==> src/rtl/rng_sched_if.sv <==
// Request/grant and random-word bundle for the rng_sched block.
interface rng_sched_if #(
  parameter int N_REQ = 4
);
  logic [24:0]        seed;
  logic               seed_load;
  logic [N_REQ-1:0]   req;
  logic [N_REQ-1:0]   gnt;
  logic               rand_valid;
  logic signed [24:0] rand_data;
  logic               busy;

  modport master (
    output seed, seed_load, req,
    input  gnt, rand_valid, rand_data, busy
  );

  modport slave (
    input  seed, seed_load, req,
    output gnt, rand_valid, rand_data, busy
  );
endinterface

==> src/rtl/rng_sched.sv <==
// Round-robin scheduler handing out consecutive states of a 25-bit LFSR,
// one word per grant, with reseed and warm-up phases.
module rng_sched #(
  parameter int          N_REQ        = 4,
  parameter int          WARMUP       = 32,
  parameter logic [24:0] SEED_DEFAULT = 25'h1ACE1
) (
  input logic       clk,
  input logic       reset_n,
  rng_sched_if.slave bus
);

  localparam int          PW        = $clog2(N_REQ);
  localparam logic [PW:0] NREQ_W    = (PW+1)'(N_REQ);
  localparam logic [7:0]  WARM_LAST = 8'(WARMUP > 0 ? WARMUP - 1 : 0);

  typedef enum logic [1:0] {
    ST_SEED,
    ST_WARMUP,
    ST_SERVE
  } state_t;

  state_t            state_q, state_d;
  logic [24:0]       s_q, s_d;
  logic [7:0]        cnt_q, cnt_d;
  logic [PW-1:0]     ptr_q, ptr_d;
  logic [N_REQ-1:0]  gnt_q, gnt_d;
  logic              valid_q, valid_d;
  logic [24:0]       data_q, data_d;

  logic [24:0]       s_step;
  logic [24:0]       seed_fix;
  logic              pick_any;
  logic [PW-1:0]     pick_idx;
  logic [N_REQ-1:0]  pick_oh;

  // Polynomial x^25 + x^22 + 1; an all-zero seed would lock the LFSR.
  assign s_step   = {s_q[23:0], s_q[24] ^ s_q[21]};
  assign seed_fix = (bus.seed == 25'd0) ? 25'd1 : bus.seed;

  // Search starts one past the last granted requester and wraps.
  always_comb begin
    logic [PW:0] sum;
    sum      = '0;
    pick_any = 1'b0;
    pick_idx = ptr_q;
    pick_oh  = '0;
    for (int i = 1; i <= N_REQ; i++) begin
      sum = {1'b0, ptr_q} + (PW+1)'(i);
      if (sum >= NREQ_W) begin
        sum = sum - NREQ_W;
      end
      if (!pick_any && bus.req[sum[PW-1:0]]) begin
        pick_any = 1'b1;
        pick_idx = sum[PW-1:0];
      end
    end
    if (pick_any) begin
      pick_oh[pick_idx] = 1'b1;
    end
  end

  always_comb begin
    state_d = state_q;
    s_d     = s_q;
    cnt_d   = cnt_q;
    ptr_d   = ptr_q;
    gnt_d   = '0;
    valid_d = 1'b0;
    data_d  = data_q;
    if (bus.seed_load) begin
      state_d = ST_SEED;
      s_d     = seed_fix;
      cnt_d   = 8'd0;
    end else begin
      case (state_q)
        ST_SEED: begin
          cnt_d   = 8'd0;
          state_d = (WARMUP == 0) ? ST_SERVE : ST_WARMUP;
        end
        ST_WARMUP: begin
          if (WARMUP == 0) begin
            state_d = ST_SERVE;
          end else begin
            s_d   = s_step;
            cnt_d = cnt_q + 8'd1;
            if (cnt_q == WARM_LAST) begin
              state_d = ST_SERVE;
            end
          end
        end
        ST_SERVE: begin
          if (pick_any) begin
            gnt_d   = pick_oh;
            valid_d = 1'b1;
            data_d  = s_q;
            s_d     = s_step;
            ptr_d   = pick_idx;
          end
        end
        default: state_d = ST_WARMUP;
      endcase
    end
  end

  always_ff @(posedge clk or negedge reset_n) begin
    if (!reset_n) begin
      state_q <= ST_WARMUP;
      s_q     <= SEED_DEFAULT;
      cnt_q   <= 8'd0;
      ptr_q   <= PW'(N_REQ - 1);
      gnt_q   <= '0;
      valid_q <= 1'b0;
      data_q  <= 25'd0;
    end else begin
      state_q <= state_d;
      s_q     <= s_d;
      cnt_q   <= cnt_d;
      ptr_q   <= ptr_d;
      gnt_q   <= gnt_d;
      valid_q <= valid_d;
      data_q  <= data_d;
    end
  end

  assign bus.gnt        = gnt_q;
  assign bus.rand_valid = valid_q;
  assign bus.rand_data  = $signed(data_q);
  assign bus.busy       = (state_q != ST_SERVE);

endmodule

==> src/flat_wrapper.sv <==
// flat-port wrapper written by rule: the top's interface ports become plain ports
module rng_sched_flat 
#(
  parameter int          N_REQ        = 4,
  parameter int          WARMUP       = 32,
  parameter logic [24:0] SEED_DEFAULT = 25'h1ACE1
)
  (clk, reset_n, bus_seed, bus_seed_load, bus_req, bus_gnt, bus_rand_valid, bus_rand_data, bus_busy);
  rng_sched_if #(.N_REQ(N_REQ)) bus_i ();
  input logic clk;
  input logic reset_n;
  input wire logic [$bits(bus_i.seed)-1:0] bus_seed;
  input wire logic [$bits(bus_i.seed_load)-1:0] bus_seed_load;
  input wire logic [$bits(bus_i.req)-1:0] bus_req;
  output wire logic [$bits(bus_i.gnt)-1:0] bus_gnt;
  output wire logic [$bits(bus_i.rand_valid)-1:0] bus_rand_valid;
  output wire logic [$bits(bus_i.rand_data)-1:0] bus_rand_data;
  output wire logic [$bits(bus_i.busy)-1:0] bus_busy;
  assign bus_i.seed = bus_seed;
  assign bus_i.seed_load = bus_seed_load;
  assign bus_i.req = bus_req;
  assign bus_gnt = bus_i.gnt;
  assign bus_rand_valid = bus_i.rand_valid;
  assign bus_rand_data = bus_i.rand_data;
  assign bus_busy = bus_i.busy;
  rng_sched #(.N_REQ(N_REQ), .WARMUP(WARMUP), .SEED_DEFAULT(SEED_DEFAULT)) u_core (.clk(clk), .reset_n(reset_n), .bus(bus_i));
endmodule
==> config.mk <==
export PLATFORM = sky130hd
export DESIGN_NAME = rng_sched_flat
export DESIGN_NICKNAME = d
export VERILOG_FILES = /design/src/rtl/rng_sched_if.sv /design/src/rtl/rng_sched.sv /design/src/flat_wrapper.sv
export SDC_FILE = /design/constraint.sdc
export NUM_CORES = 1
export LEC_CHECK = 0
export BUFFER_PORTS_ARGS = -buffer_cell sky130_fd_sc_hd__clkbuf_2
export CORE_MARGIN = 2
export CORE_UTILIZATION = 38
export CTS_CLUSTER_SIZE = 14
export DETAILED_ROUTE_END_ITERATION = 6
export MAX_ROUTING_LAYER = met4
export PLACE_DENSITY = 0.66
export SYNTH_ARGS = -nofsm -noshare
export SYNTH_HDL_FRONTEND = slang
export SYNTH_SLANG_ARGS = --single-unit
==> constraint.sdc <==
create_clock -name clk -period 1.64 [get_ports clk]
set_input_delay 0.164 -clock clk [delete_from_list [all_inputs] [get_ports clk]]
set_output_delay 0.164 -clock clk [all_outputs]
set_load 0.02 [all_outputs]
After elaboration in Yosys (flattened, before gate mapping)
Index checks and enable logic that the tools add are counted.
- bits in registers: 67
- latch bits: 0
- bits in writable memories: 0
- bits in read-only memories: 0
- input port bits: 32
- output and inout bits: 31
- logic and storage cells: 86
- memories kept: 0
- add/sub/neg operators: 9
- multipliers: 0
- div/mod/pow operators: 0
- order comparisons: 10
- eq/ne operators: 7
- shift-type cells: 0
- multiplexer cells: 37
- bitwise logic cells: 2
- reductions and logical operators: 14
- operators by type and width (cell ; count):
    $mux 25 ; 3
    $pmux 25 s2 ; 1
    $logic_not 25->1 ; 1
    $mux 2 ; 10
    $pmux 8 s2 ; 1
    $lt 2x3->1 const B ; 5
    $ge 3x3->1 const B ; 4
    $mux 1 ; 12
    $mux 4 ; 3
    $add 8x1->8 const B ; 1
    $bmux 1 s2 ; 4
    $eq 8x5->1 const B ; 1
    $mux 8 ; 1
    $sub 2x1->2 const B ; 4
    $add 2x2->3 const B ; 2
    $ne 3x2->1 const B ; 2
    $reduce_bool 3->1 ; 2
    $logic_and 1x1->1 ; 4
    $ne 2x2->1 const B ; 2
    $pmux 2 s2 ; 1
    $reduce_and 2->1 ; 2
    $add 2x1->3 const B ; 1
    $add 2x3->3 const B ; 1
    $logic_not 1->1 ; 3
    8 further kinds ; 8

Longest topological paths before layout
- depth after elaboration: 22
- depth in mapped cells: 6
- mapped depth without buffers: 4

Worst setup path before layout
OpenSTA, ideal clock, no wires.
- path kind: reg-to-reg
- start: register u_core.state_q[0]
- end: register u_core.cnt_q[4]
- library setup time: 0.083 ns
- data arrival time: 1.360 ns
- setup slack: 0.197 ns
- stages on the path, launching flop included: 6
- buffers on the path: 1
- period minus slack after synthesis: 1.443 ns
- cell sequence: dfstp_2 > or3b_2 > clkbuf_1 > a31oi_1 > o21ai_0 > o21ai_0
- cells in the longest elaborated chain, start to end: 3
- elaborated cells on any way between the ends: 5
- those cells by class: 1 x eq/ne; 2 x mux; 2 x reduce/logical
- ends and longest elaborated chain (item ; line ; text):
    start, declared ; rng_sched.sv:23 ; state_t state_q, state_d;
    start signal, assigned ; rng_sched.sv:116 ; state_q <= state_d;
    $eq 2x1->1 / $logic_not 2->1 (equally long branches) ; rng_sched.sv:76 ; case (state_q)
    $pmux 8 s2 ; rng_sched.sv:76 ;
    $mux 8 ; rng_sched.sv:71 ; if (bus.seed_load) begin
    end signal, assigned ; rng_sched.sv:118 ; cnt_q <= cnt_d;
    end, declared ; rng_sched.sv:25 ; logic [7:0] cnt_q, cnt_d;
Several ways; a longest one is shown, not always the timed one.
A chain may end at the register's enable or synchronous reset.

Worst setup path after layout
- start: register u_core.state_q[0]
- end: register u_core.data_q[15], in the netlist u_core.bus.rand_data[15]
- cells in the longest elaborated chain, start to end: 2
- ends and longest elaborated chain (item ; line ; text):
    $eq 2x2->1 ; rng_sched.sv:76 ;
    $reduce_and 3->1 (no source line) ; n/a ;
    end signal, assigned ; rng_sched.sv:122 ; data_q <= data_d;
    end, declared ; rng_sched.sv:29 ; logic [24:0] data_q, data_d;
Every way passes these cells.

==> results.tsv <==
metric	value	unit
top-count cell post-synth	dfrtp_1	
fraction of registers with async set or reset after synthesis	1.00	
adder-cell area share of the yosys netlist	0.00423	
Area Overhead vs Synth	21.2	%
Leakage	1.80	nW
register area share after synthesis	0.572	
Sw Share	0.255	
Yosys top cell area share	0.466	
# IOs	63	
Avg Synthesized Cell Area	12.3	um^2
ANT cells	0	
mux contribution to synthesized area	0.112	
Initial Util	0.387	
largest family of logic cells by synthesized area	compound AO/OA/AOI/OAI gates	
final worst path period need	1.51	ns
Worst-Skew Late Latency	0.33	ns
Gate power share	0.129	
Reg clk slew, reported paths	0.07	ns
die height	92.2	um
Req. time, crit path	1.86	ns
nature of the critical path endpoint	flop	
PortBufs	62	
Worst-Margin Slew	0.475	ns
power share of the clock group	0.323	
Wirelength per Cell	14.6	um
Pins Over Slew Limit	0	
worst setup slack after layout	0.130	ns
initial antenna violation count	0	
dpl ws	0.143	ns
Fillers	684	
HPWL after DPL	4210	um
startpoint of the most critical hold path	bus_seed_load	
endpoints failing hold	0	
Max FO, Critical Path	25	
CTS root buf	clkbuf_8	
layout cells sized above 1	0.391	
max_slew headroom	0.683	
TritonRoute pass-1 iters	4	
row cnt	32	
clock sink count	67	
Clock Skews	0.00701	ns
Syn Inst Count	240	
drt total wl	6060	um
switching power	0.888	mW
setup TNS	0	ns
P_int	2.59	mW
TritonCTS clock tree	done	
via count	2141	
synth cell count leaders	55 x dfrtp_1, 25 x mux2_2, 19 x a22o_1	
clk buf depth	2	
HP Class	input pin to flop	
Fmax achieved	662	MHz
Setup CP Type	flop to flop	
syn_nets	273	
status	complete, no violations	
CP arrival	1.73	ns
Peak VDD IR	566	uV
synth warn	0	
Yosys reg bits	67	
startpoint types	flop	
top cells by area, synth	dfrtp_1 47%, dfstp_2 11%, mux2_2 9.5%	
EDFF count, synth	0	
area leader, netlist	dfrtp_1	
Post-Synth XOR/XNOR Area	0.00592	
register share of total power	0.549	
die width	92.2	um
Reg-to-Reg Start	u_core.state_q[0]	
clock buffer count from CTS	9	
RSZ-0062 raised after global routing	false	
Die Footprint	8500	um^2
pin count of the biggest net entering global routing	68	
max cap viols	0	
H-tree Lvls	3	
# DRC	0	
gp weighted congestion	0.799	
CP startpoint	u_core.state_q[0]	
Synth Flop Type	dfrtp_1	
final setup violation count	0	
simple-gate share of the synthesized area	0.113	
grt ovf	0	
GRT Overall Usage	0.160	
period utilization	0.921	
remaining antenna violation count after routing	0	
Compound-Gate Fraction of Synth Area	0.167	
initial DRC count	60	
Syn Std Cell Area	2960	um^2
layout net count	342	
post-synth cell types	44	
first-pass GRT wire length	10200	um
Vias/cell	5.17	
Pwr Density	972	nW/um^2
total power	3.48	mW
vias in the first global route	2110	
core footprint	7650	um^2
-- metrics by stage --
stage,cells,hold WS (ns),util,instance area [um^2]
2_1_floorplan,240,-0.132,-,2960
3_3_place_gp,399,0.212,0.447,3420
3_5_place_dp,399,0.214,0.447,3420
4_1_cts,414,0.0936,0.468,3580
5_1_grt,414,0.116,0.468,3580
6_report,414,0.103,0.468,3580
-- layer usage --
metal  share of wire  GRT usage
met1            0.47      0.214
met3           0.052     0.0411
met2            0.46      0.237
met4           0.013     0.0597
met5               0          -
-- power by group through the flow --
stage               combinational (mW)  clock (mW)  sequential [mW]
CTS                              0.456        1.17             1.91
floorplan                        0.236           0             1.95
global placement                 0.445           0             1.94
finish                           0.449        1.12             1.91
global route                     0.497        1.24             1.93
detailed placement               0.453           0             1.94
-- placed cells by master (no fill, tap or decap), types with 4 or more instances in the layout --
| cell type | instances |
|---|---|
| o21ai_0 | 18 |
| a22o_1 | 19 |
| mux2_2 | 25 |
| clkbuf_8 | 10 |
| a21oi_1 | 7 |
| dfstp_2 | 12 |
| mux2i_1 | 5 |
| dfrtp_1 | 55 |
| nand2_1 | 12 |
| nor3_1 | 4 |
| clkbuf_2 | 61 |
| clkbuf_1 | 4 |
| nor2_1 | 11 |
| a21o_1 | 18 |
| nand2b_1 | 4 |
-- final timing paths --
| check | endpoint | slack (ns) | depth (start not counted) |
|---|---|---|---|
| max in group asynchronous | u_core.s_q[15] | 0.92 | 3 |
| setup reg to reg | u_core.bus.rand_data[15] | 0.13 | 4 |
| setup / recovery | u_core.bus.rand_data[15] | 0.13 | 4 |
| hold / removal | u_core.state_q[1] | 0.10 | 2 |
| min in group asynchronous | u_core.bus.rand_data[11] | 0.37 | 3 |
| hold reg to reg | u_core.cnt_q[4] | 0.49 | 1 |
-- registers in the layout, indices dropped and copies added (netlist names) --
| name | cells |
|---|---|
| u_core.bus.rand_data | 25 |
| u_core.cnt_q | 8 |
| u_core.s_q | 25 |
| u_core.bus.gnt | 4 |
| u_core.state_q | 2 |
| u_core.ptr_q | 2 |
| u_core.bus.rand_valid | 1 |
-- final cells by class --
class	instances	area, um^2	area share
multi-input combinational	159	1200	0.334
sequential	67	1690	0.472
clock buffer	14	153	0.0426
timing repair buffer	69	403	0.112
tap	102	128	0.0356
inverter	3	11.3	0.00314
-- logic make-up (layout without fill, tap and decap cells) --
logic type | Yosys count | count (layout)
fa+ha+maj | 1 | 1
mux | 30 | 30
compound gates | 69 | 69
xor+xnor | 2 | 2
flops | 67 | 67
simple gates | 57 | 57
buf+inv | 14 | 86
-- worst max-delay path: stages (launching register included) --
cell and delay [ns]:
dfstp_2 0.38, nand2b_4 0.16, nor3_4 0.26, buf_12 0.22
mux2_2 0.35
-- timing repair --
action / 4_1_cts / 5_1_grt
buffers inserted: 0 / 0
hold buffers: 1 / 0
gates resized for setup: 0 / 0
endpoints found under the hold margin: 55 / 0
Power figures use the tool's default switching activity.
